[config.mk]
export PLATFORM = sky130hd
export DESIGN_NAME = serial_frame_deser
export DESIGN_NICKNAME = d
export VERILOG_FILES = /design/src/rtl/serial_frame_deser.sv
export SDC_FILE = /design/constraint.sdc
export NUM_CORES = 1
export LEC_CHECK = 0
export CAP_MARGIN = 5
export CORE_MARGIN = 4
export CORE_UTILIZATION = 27
export CTS_BUF_LIST = sky130_fd_sc_hd__clkbuf_4 sky130_fd_sc_hd__clkbuf_8 sky130_fd_sc_hd__clkbuf_16
export DETAILED_ROUTE_END_ITERATION = 7
export GPL_ROUTABILITY_DRIVEN = 0
export SYNTH_ARGS = -nofsm -noshare
export SYNTH_HDL_FRONTEND = slang
export SYNTH_SLANG_ARGS = --single-unit
[constraint.sdc]
create_clock -name clk -period 2.3 [get_ports clk]
set_input_delay 0.23 -clock clk [delete_from_list [all_inputs] [get_ports clk]]
set_output_delay 0.23 -clock clk [all_outputs]
set_load 0.005 [all_outputs]
[src/rtl/serial_frame_deser.sv]
// Start/stop serial deframer, LSB first, into a 2-entry registered valid/ready FIFO; word visible the cycle after its stop bit.
// Define SERIAL_FRAME_DESER_PARITY_EN to expect an even-parity bit between the data bits and the stop bit.
module serial_frame_deser #(
  parameter int WIDTH = 8
) (
  input  logic             clk,
  input  logic             rst,
  input  logic             sin,
  input  logic             sin_vld,
  output logic [WIDTH-1:0] dout,
  output logic             dout_vld,
  input  logic             dout_rdy,
  output logic             frame_err,
  output logic             ovf,
  output logic             busy
);

  localparam int CNT_W = $clog2(WIDTH) + 1;

  typedef enum logic [1:0] {
    S_IDLE = 2'd0,
    S_DATA = 2'd1,
    S_PAR  = 2'd2,
    S_STOP = 2'd3
  } state_t;

  state_t r_state;
  state_t w_state_nxt;

  logic [CNT_W-1:0] r_cnt;
  logic [WIDTH-1:0] r_shift;
  logic             r_frame_err;
  logic             r_ovf;

  logic [WIDTH-1:0] r_head;
  logic             r_head_vld;
  logic [WIDTH-1:0] r_tail;
  logic             r_tail_vld;

  logic w_last_bit;
  logic w_stop_take;
  logic w_par_err;
  logic w_push;
  logic w_pop;
  logic w_frame_bad;

  assign w_last_bit  = (r_cnt == CNT_W'(WIDTH - 1));
  assign w_stop_take = (r_state == S_STOP) && sin_vld;
  assign w_push      = w_stop_take && sin && !w_par_err;
  // A bad stop bit and a bad parity bit both end in a single error pulse.
  assign w_frame_bad = w_stop_take && (!sin || w_par_err);
  assign w_pop       = r_head_vld && dout_rdy;

`ifdef SERIAL_FRAME_DESER_PARITY_EN
  logic r_par_err;

  always_ff @(posedge clk) begin
    if (rst) begin
      r_par_err <= 1'b0;
    end else if (r_state == S_IDLE) begin
      r_par_err <= 1'b0;
    end else if (r_state == S_PAR && sin_vld) begin
      r_par_err <= (^r_shift) ^ sin;
    end
  end

  assign w_par_err = r_par_err;
`else
  assign w_par_err = 1'b0;
`endif

  always_ff @(posedge clk) begin
    if (rst) begin
      r_state <= S_IDLE;
    end else begin
      r_state <= w_state_nxt;
    end
  end

  always_comb begin
    w_state_nxt = r_state;
    unique case (r_state)
      S_IDLE: begin
        // A high line is idle; only a sampled 0 opens a frame.
        if (sin_vld && !sin) begin
          w_state_nxt = S_DATA;
        end
      end
      S_DATA: begin
        if (sin_vld && w_last_bit) begin
`ifdef SERIAL_FRAME_DESER_PARITY_EN
          w_state_nxt = S_PAR;
`else
          w_state_nxt = S_STOP;
`endif
        end
      end
      S_PAR: begin
        if (sin_vld) begin
          w_state_nxt = S_STOP;
        end
      end
      S_STOP: begin
        if (sin_vld) begin
          w_state_nxt = S_IDLE;
        end
      end
      default: w_state_nxt = S_IDLE;
    endcase
  end

  always_ff @(posedge clk) begin
    if (rst) begin
      r_cnt       <= '0;
      r_shift     <= '0;
      r_frame_err <= 1'b0;
    end else begin
      r_frame_err <= w_frame_bad;
      unique case (r_state)
        S_IDLE: begin
          r_cnt <= '0;
        end
        S_DATA: begin
          if (sin_vld) begin
            r_shift <= {sin, r_shift[WIDTH-1:1]};
            r_cnt   <= r_cnt + CNT_W'(1);
          end
        end
        S_STOP: begin
          if (sin_vld) begin
            r_cnt <= '0;
          end
        end
        default: begin
        end
      endcase
    end
  end

  // Head register drives dout directly; tail holds the second word.
  always_ff @(posedge clk) begin
    if (rst) begin
      r_head     <= '0;
      r_head_vld <= 1'b0;
      r_tail     <= '0;
      r_tail_vld <= 1'b0;
      r_ovf      <= 1'b0;
    end else begin
      r_ovf <= 1'b0;
      unique case ({w_push, w_pop})
        2'b11: begin
          if (r_tail_vld) begin
            r_head <= r_tail;
            r_tail <= r_shift;
          end else begin
            r_head <= r_shift;
          end
        end
        2'b10: begin
          if (!r_head_vld) begin
            r_head     <= r_shift;
            r_head_vld <= 1'b1;
          end else if (!r_tail_vld) begin
            r_tail     <= r_shift;
            r_tail_vld <= 1'b1;
          end else begin
            r_ovf <= 1'b1;
          end
        end
        2'b01: begin
          if (r_tail_vld) begin
            r_head     <= r_tail;
            r_tail     <= '0;
            r_tail_vld <= 1'b0;
          end else begin
            r_head     <= '0;
            r_head_vld <= 1'b0;
          end
        end
        default: begin
        end
      endcase
    end
  end

  assign dout      = r_head;
  assign dout_vld  = r_head_vld;
  assign frame_err = r_frame_err;
  assign ovf       = r_ovf;
  assign busy      = (r_state != S_IDLE);

endmodule
==> results of run 1 <==
-- how the worst max path moves through the flow --
stage / startpoint / to
after floorplan: r_state[0] / dout[0]
after global placement: sin_vld / dout[6]
after detailed placement: sin_vld / dout[4]
after CTS: r_state[0] / dout[7]
after global routing: r_state[1] / r_tail[0]
final: r_state[1] / dout[4]
-- routing by layer --
metal,routed length (um),share of wire,up-vias,track usage
li1,-,-,691,-
met1,1680,0.51,607,0.138
met2,1420,0.43,28,0.139
met3,160,0.048,7,0.0314
met4,64,0.019,0,0.0432
met5,0,0,-,0
-- final cells by class --
| cell class | count | area, um^2 |
|---|---|---|
| sequential | 34 | 682 |
| inverter | 18 | 67.6 |
| multi-input combinational | 122 | 811 |
| fill | 593 | 3590 |
| timing repair buffer | 24 | 220 |
| tap | 72 | 90.1 |
| clock inverter | 3 | 40.0 |
| clock buffer | 5 | 68.8 |
-- state kept, by name (all words and copies together), names as in the netlist, 2 cells and up --
signal	cells
r_state	2
r_cnt	4
r_tail	8
r_shift	8
dout	8
-- power by group through the flow --
stage / registers, mW / logic (mW) / clock network [mW]
after floorplan: 0.677 / 0.298 / 0
after global placement: 0.686 / 0.417 / 0
after detailed placement: 0.685 / 0.419 / 0
after CTS: 0.672 / 0.423 / 0.554
after global routing: 0.682 / 0.482 / 0.579
final: 0.675 / 0.425 / 0.534
-- logic make-up (layout without fill, tap and decap cells) --
group                      after synthesis  in the layout
AOI/OAI and AO/OA                       44             44
DFF                                     34             34
and+or+nand+nor                         67             67
adders and majority gates                8              8
buffers and inverters                   25             50
muxes                                    3              3
-- critical path: stages (launching register included) --
cell and delay (ns):
dfxtp_1 0.40, ha_2 0.24, nand3_1 0.16, ha_1 0.36, inv_2 0.14, mux2i_4 0.36, a221oi_1 0.14, nor3_1 0.19
-- metrics by stage --
step	hold WS [ns]	setup TNS (ns)	setup WS [ns]	area, um^2	power, mW
6_report	0.469	0	0.210	1980	1.63
4_1_cts	0.470	0	0.0547	1980	1.65
5_1_grt	0.491	0	0.00385	1980	1.74
2_1_floorplan	0.307	0	0.341	1580	0.975
3_3_place_gp	0.456	0	0.0615	1860	1.10
3_5_place_dp	0.460	-0.0671	-0.0370	1860	1.10
-- timing repair --
action,4_1_cts,5_1_grt
hold endpoints to repair,0,0
buffers inserted,0,0
gates resized for setup,1,4
endpoints found under the setup margin,2,16
-- synth_stat cells, types with 2 or more instances --
master / number / share of area
a221oi_1: 8 / 0.044
nor3_1: 11 / 0.035
ha_1: 8 / 0.064
nand2_1: 15 / 0.036
dfxtp_1: 34 / 0.43
nand3_1: 12 / 0.038
o32ai_1: 8 / 0.044
nor2_1: 14 / 0.033
inv_1: 18 / 0.043
nand2b_1: 8 / 0.032
o21a_1: 2 / 0.0095
clkbuf_1: 6 / 0.014
nor2b_1: 2 / 0.0079
a21oi_1: 12 / 0.038
o21ai_0: 5 / 0.016
==> impl_metrics.csv, run 1 <==
group,metric,value,unit
yosys,avgSynthCellArea,8.70,um^2
cells_and_area,final_cell_mix,"dfxtp_1 (33), inv_1 (17), clkdlybuf4s50_1 (16)",
yosys,seq_area_frac_synth,0.432,
pwr,power_frac_seq,0.413,
cells_and_area,final_common_cell,"dfxtp_1",
clock_network,path_clk_slew,0.07,ns
pwr,vdd_drop_max,0.517,mV
clock_network,insertion_delay,0.29,ns
sta,fin_worst_skew,0.00801,ns
cells_and_area,antenna_cells,0,
pwr,p_int,1.14,mW
die,dieArea,7120,um^2
placement,dp.cells,270,
pwr,pwr-share-clk,0.327,
sta,fmax,478,MHz
sta,hold_viol,0,
cells_and_area,final_util,0.355,
yosys,synth_seq_cells,34,
routing,routed_via_density,4.79,
clock_network,cts_hold_buf,0,
setup_path,critPathCaptureType,"flop",
yosys,synth.distinct_cells,33,
yosys,syn_inst,181,
routing,wl,3.32,mm
global_route,antenna_found_initial,0,
routing,drt-pass1-iter-count,4,
cells_and_area,final_cells,278,
routing,first_iter_violations,68,
clock_network,htreeDepth,2,
pwr,sw_frac_of_total,0.301,
setup_path,r2r-end,"dout[4]",
setup_path,start_kind,"flop",
cells_and_area,fin_nets,218,
run,max-cap-violations,0,
yosys,syn_nets,194,
pwr,leakage,0.685,nW
placement,hpwl,2.30,mm
sta,setup-violations-final,0,
setup_path,reg2reg_from,"r_state[1]",
cells_and_area,drive_gt1_frac,0.121,
yosys,synth-edff-count,0,
sta,slew_headroom,0.670,
die,die_w,84.4,um
die,dieHeight,84.4,um
setup_path,arrival,2.30,ns
sta,finalMaxSlewViolations,0,
hold_path,min_from,"r_cnt[3]",
yosys,synth_xor_xnor_area_share,0,
setup_path,required,2.51,ns
pwr,combPwrFrac,0.260,
clock_network,cts_buffers,5,
setup_path,timing.reg2reg.worst_path_depth,7,
pwr,powerDensity,826,nW/um^2
clock_network,tritoncts,"built",
outcome,outcome,"finished, final reports clean",
yosys,synth-simple-area-share,0.207,
clock_network,cts_root_buf,"clkbuf_8",
routing,ant_nets,0,
global_route,grt-ovfl-total,0,
yosys,synthMuxAreaShare,0.0222,
cells_and_area,area_growth,25.7,%
clock_network,clock_sinks,34,
global_route,grt_pass1_vias,1208,
yosys,synth-main-ff-cell,"dfxtp_1",
routing,vias,1333,
setup_path,critPathKind,"reg -> reg",
yosys,synthArstFlopShare,0,
sta,max_slew.worst_pin.slew,0.496,ns
die,ios,17,
placement,numPortBuffers,16,
routing,drc,0,
die,core_area,5570,um^2
setup_path,crit_fanout,8,
die,start_util,0.283,
pwr,switching_power,0.492,mW
yosys,synth.yosys.warnings,0,
routing,wl_per_cell,11.9,um
hold_path,holdPathStages,1,
hold_path,hold_end,"r_cnt[3]",
die,rows,27,
global_route,track_usage,0.0989,
yosys,synth-compound-area-share,0.214,
sta,rsz0062_at_grt,"no",
yosys,synthAdderAreaFrac,0.0635,
global_route,grt_start_max_net_pins,44,
global_route,grt_pass1_wl,5.73,mm
clock_network,cts_buffer_depth,2,
setup_path,r2r_setup_slack,0.21,ns
sta,period_share,0.909,
yosys,syn-cell-area,1580,um^2
yosys,synth_top_family_by_area,"compound AO/OA/AOI/OAI gates",
sta,fin_crit,2.09,ns
hold_path,hold_path.class,"reg -> reg",
Power figures use the tool's default switching activity.
==> run 2, diff against run 1 <==
--- a/config.mk
+++ b/config.mk
@@ -10,6 +10,7 @@
 export CORE_UTILIZATION = 27
 export CTS_BUF_LIST = sky130_fd_sc_hd__clkbuf_4 sky130_fd_sc_hd__clkbuf_8 sky130_fd_sc_hd__clkbuf_16
 export DETAILED_ROUTE_END_ITERATION = 7
+export DONT_BUFFER_PORTS = 1
 export GPL_ROUTABILITY_DRIVEN = 0
 export SYNTH_ARGS = -nofsm -noshare
 export SYNTH_HDL_FRONTEND = slang
==> impl_metrics.csv, run 2 (synthesis results as in run 1) <==
group,metric,value,unit
die,ios,17,
global_route,grt_start_max_net_pins,37,
sta,max_slew.worst_pin.slew,0.486,ns
clock_network,htreeDepth,2,
cells_and_area,fin_nets,203,
sta,fin_crit,2.10,ns
setup_path,required,2.50,ns
hold_path,hold_path.class,"in -> reg",
die,die_w,84.4,um
pwr,powerDensity,868,nW/um^2
die,start_util,0.283,
die,core_area,5570,um^2
setup_path,critPathCaptureType,"flop",
setup_path,timing.reg2reg.worst_path_depth,10,
setup_path,r2r_setup_slack,0.20,ns
die,dieArea,7120,um^2
sta,slew_headroom,0.676,
setup_path,slowest_stage,"dfxtp_2",
clock_network,tritoncts,"built",
setup_path,crit_fanout,8,
die,rows,27,
setup_path,reg2reg_from,"r_state[0]",
global_route,grt-ovfl-total,0,
run,max-cap-violations,0,
setup_path,critPathKind,"reg -> reg",
cells_and_area,area_growth,17.7,%
routing,wl,3.54,mm
cells_and_area,final_common_cell,"dfxtp_1",
hold_path,hold_end,"r_cnt[2]",
hold_path,holdPathStages,1,
global_route,antenna_found_initial,0,
setup_path,start_kind,"flop",
sta,hold_viol,0,
pwr,leakage,0.635,nW
setup_path,arrival,2.30,ns
cells_and_area,final_cell_area,1850,um^2
sta,finalMaxSlewViolations,0,
sta,setup_tns,0,ns
routing,drc,0,
hold_path,min_from,"rst",
setup_path,r2r-end,"r_tail[1]",
sta,rsz0062_at_grt,"no",
sta,setup-violations-final,0,
clock_network,cts_buffers,5,
sta,period_share,0.914,
cells_and_area,final_cell_mix,"dfxtp_1 (33), inv_1 (18), nand2_1 (15)",
clock_network,cts_root_buf,"clkbuf_8",
clock_network,clock_sinks,34,
routing,wl_per_cell,13.5,um
clock_network,cts_buffer_depth,2,
outcome,outcome,"finished, final reports clean",
global_route,grt_pass1_wl,5.62,mm
setup_path,slowest_delay,0.38,ns
routing,drt-pass1-iter-count,4,
setup_path,critPathTopFamily,"compound AO/OA/AOI/OAI gates",
cells_and_area,antenna_cells,0,
cells_and_area,drive_gt1_frac,0.115,
placement,hpwl,2.30,mm
setup_path,critPathBufInv,4,
clock_network,insertion_delay,0.29,ns
global_route,track_usage,0.0984,
global_route,grt_pass1_vias,1145,
placement,placed_area,1670,um^2
routing,first_iter_violations,71,
pwr,vdd_drop_max,0.372,mV
sta,fmax,476,MHz
setup_path,path_cells,"ha_1 -> nand3_1 -> buf_4 -> inv_1 -> ha_1 -> inv_1 -> o21ai_0 -> a41oi_2 -> buf_4 -> o32ai_1",
routing,ant_nets,0,
sta,fin_worst_skew,0.0108,ns
placement,numPortBuffers,0,
routing,vias,1279,
routing,routed_via_density,4.86,
die,dieHeight,84.4,um
clock_network,path_clk_slew,0.08,ns
cells_and_area,final_util,0.333,
-- run 2: changes by cell type in the layout (fill, tap and decap cells not counted), sizes merged --
cell / before / now
buf: 8 / 5
clkdlybuf4s50: 16 / 0
clkinv: 2 / 0
clkinvlp: 0 / 2
dlygate4sd3: 0 / 4
-- run 2: where the power goes --
group / switching, mW / internal [mW]
Sequential: 0.0368 / 0.632
Clock: 0.236 / 0.322
Combinational: 0.226 / 0.155
-- run 2: through the flow --
stage               setup WS (ns)  hold WS, ns  cells  total power, mW
floorplan                   0.341        0.307    181            0.975
global placement            0.134        0.305    250             1.05
detailed placement         0.0586        0.306    250             1.05
CTS                        0.0482     0.000225    259             1.62
global route               0.0297     0.000825    263             1.72
finish                      0.197       0.0160    263             1.61
-- run 2: repair_timing --
| action | in CTS | in global routing |
|---|---|---|
| setup endpoints to repair | 0 | 16 |
| setup buffers | 0 | 1 |
| resized for setup | 0 | 4 |
| endpoints found under the hold margin | 8 | 9 |
| hold buffers | 1 | 3 |
-- run 2: worst max-delay path by stage --
stage / to / depth (start not counted) / slack (ns) / from
floorplan: dout[0] / 7 / 0.34 / r_state[0]
global placement: dout[3] / 7 / 0.13 / r_state[0]
CTS: r_tail[6] / 9 / 0.05 / r_state[0]
global route: r_tail[1] / 10 / 0.03 / r_state[0]
detailed placement: r_tail[6] / 9 / 0.06 / r_state[0]
finish: r_tail[1] / 10 / 0.20 / r_state[0]
-- run 2: area by class of cell --
cell class | count | area [um^2]
fillers | 607 | 3720
multi-input cells | 122 | 823
flip-flops and latches | 34 | 682
well taps | 72 | 90.1
repair buffers | 9 | 77.6
clock buffers | 5 | 68.8
inverters | 18 | 67.6
clock inverters | 3 | 45.0
-- run 2: worst reg2reg max path: cells and delay by family (launching register included) --
kind / cells / cell delay [ns]
AO/OA/AOI/OAI: 3 / 0.55
adder cells (fa/ha/maj): 2 / 0.44
buffers and inverters: 4 / 0.54
flip-flops: 1 / 0.38
AND/OR/NAND/NOR: 1 / 0.12
-- run 2: metal layers --
layer,part of all wire,up-vias,routed length [um],GRT usage
met1,0.50,594,1760,0.129
met3,0.055,4,193,0.0442
met5,0,-,0,0
met2,0.44,25,1560,0.146
li1,-,656,-,-
met4,0.0065,0,23,0.0302
==> run 3, diff against run 2 <==
--- a/config.mk
+++ b/config.mk
@@ -6,6 +6,7 @@
 export NUM_CORES = 1
 export LEC_CHECK = 0
 export CAP_MARGIN = 5
+export CORE_ASPECT_RATIO = 1.25
 export CORE_MARGIN = 4
 export CORE_UTILIZATION = 27
 export CTS_BUF_LIST = sky130_fd_sc_hd__clkbuf_4 sky130_fd_sc_hd__clkbuf_8 sky130_fd_sc_hd__clkbuf_16
==> impl_metrics.csv, run 3 (synthesis results as in run 1) <==
group,metric,value,unit
outcome,outcome,"finished, final reports clean",
setup_path,start_kind,"flop",
setup_path,slowest_stage,"dfxtp_2",
die,die_w,76.3,um
global_route,grt_util_met1,0.109,
routing,routed_via_density,5.09,
setup_path,path_cells,"ha_2 -> nand3_1 -> inv_1 -> ha_1 -> inv_1 -> o21ai_0 -> a41oi_2 -> buf_4 -> o32ai_1",
global_route,top_usage_layer,"met2",
sta,period_share,0.870,
clock_network,htreeDepth,2,
cells_and_area,final_util,0.332,
sta,max_slew.worst_pin.slew,0.456,ns
cells_and_area,multi_input_comb_area,811,um^2
setup_path,crit_fanout,8,
setup_path,critPathKind,"reg -> reg",
clock_network,cts_buffers,5,
pwr,leakage,0.637,nW
cells_and_area,final_cell_mix,"dfxtp_1 (32), inv_1 (17), nand2_1 (15)",
global_route,met3_usage,0.0395,
pwr,powerDensity,939,nW/um^2
global_route,grt_start_max_net_pins,37,
placement,hpwl,2.22,mm
clock_network,path_clk_slew,0.07,ns
die,dieHeight,93.4,um
die,dieArea,7130,um^2
global_route,grt_pass1_wl,5.65,mm
pwr,combPwrFrac,0.214,
clock_network,cts_root_buf,"clkbuf_8",
sta,slew_headroom,0.696,
sta,setup-violations-final,0,
routing,ant_nets,0,
sta,fmax,500,MHz
cells_and_area,area_growth,17.1,%
setup_path,arrival,2.20,ns
setup_path,r2r_setup_slack,0.30,ns
die,rows,30,
routing,vias,1288,
sta,fin_worst_skew,0.00445,ns
global_route,antenna_found_initial,0,
routing,wl,3.39,mm
sta,setup_tns,0,ns
global_route,grt_pass1_vias,1246,
routing,drc,0,
hold_path,hold_path.class,"in -> reg",
routing,drt-pass1-iter-count,4,
global_route,grt-ovfl-total,0,
pwr,power_frac_seq,0.391,
run,max-cap-violations,0,
setup_path,slowest_delay,0.37,ns
placement,numPortBuffers,0,
pwr,pwr-share-clk,0.395,
cells_and_area,antenna_cells,0,
pwr,switching_power,0.481,mW
sta,fin_crit,2.00,ns
clock_network,cts_buffer_depth,2,
global_route,track_usage,0.0996,
pwr,sw_frac_of_total,0.278,
pwr,vdd_drop_max,0.331,mV
cells_and_area,final_common_cell,"dfxtp_1",
clock_network,tritoncts,"built",
routing,wl_per_cell,13.4,um
setup_path,critPathCaptureType,"flop",
global_route,grtUsageMet2,0.169,
cells_and_area,drive_gt1_frac,0.116,
sta,finalMaxSlewViolations,0,
clock_network,insertion_delay,0.29,ns
setup_path,cp_common_cell,"inv_1",
die,core_area,5560,um^2
clock_network,clock_sinks,34,
routing,first_iter_violations,55,
sta,rsz0062_at_grt,"no",
setup_path,required,2.50,ns
cells_and_area,fin_nets,201,
cells_and_area,regArea,683,um^2
cells_and_area,n_fill_cell,584,
die,start_util,0.284,
die,ios,17,
pwr,p_int,1.25,mW
sta,hold_viol,0,
run 3: critical path: cells and delay by family (launching register included):
kind / cells / cell delay, ns
compound gates: 3 / 0.53
fa+ha+maj: 2 / 0.43
buf+inv: 3 / 0.41
flops: 1 / 0.37
simple gates: 1 / 0.16
run 3: layout make-up:
cell class                      instances  area share
Clock buffer                            6      0.0448
Clock inverter                          2      0.0326
Inverter                               18      0.0366
Multi-Input combinational cell        122       0.440
Sequential cell                        34       0.370
Tap cell                               64      0.0434
Timing Repair Buffer                    7      0.0326
run 3: per-layer routing:
metal | vias to the layer above | part of all wire
met1 | 602 | 0.45
met2 | 24 | 0.48
li1 | 657 | -
met5 | - | 0
met4 | 0 | 0.017
met3 | 5 | 0.049
run 3: final timing paths:
path / startpoint / endpoint / depth (start not counted)
hold / removal: rst / r_state[1] / 1
setup / recovery: r_state[0] / r_tail[0] / 9
setup reg to reg: r_state[0] / r_tail[0] / 9
hold reg to reg: r_cnt[3] / r_cnt[3] / 1
run 3: timing repair:
item | in CTS | in global routing
buffers inserted | 0 | 1
setup endpoints to repair | 0 | 16
resized for setup | 0 | 5
hold buffers | 1 | 2
hold endpoints to repair | 8 | 1
run 3: power by group through the flow:
stage / Clock [mW] / Sequential, mW / Combinational (mW)
CTS: 0.706 / 0.673 / 0.367
finish: 0.684 / 0.677 / 0.371
floorplan: 0 / 0.677 / 0.298
global placement: 0 / 0.683 / 0.367
global route: 0.722 / 0.688 / 0.432
detailed placement: 0 / 0.686 / 0.363
run 3: metrics by stage:
stage	power [mW]	area, um^2	setup WS (ns)	hold WS (ns)	std cells
2_1_floorplan	0.975	1580	0.341	0.307	181
3_3_place_gp	1.05	1650	0.127	0.305	241
3_5_place_dp	1.05	1650	0.0762	0.308	241
4_1_cts	1.75	1800	0.0710	0.0000667	250
5_1_grt	1.84	1840	0.0298	0.0000469	253
6_report	1.73	1840	0.300	0.00864	253
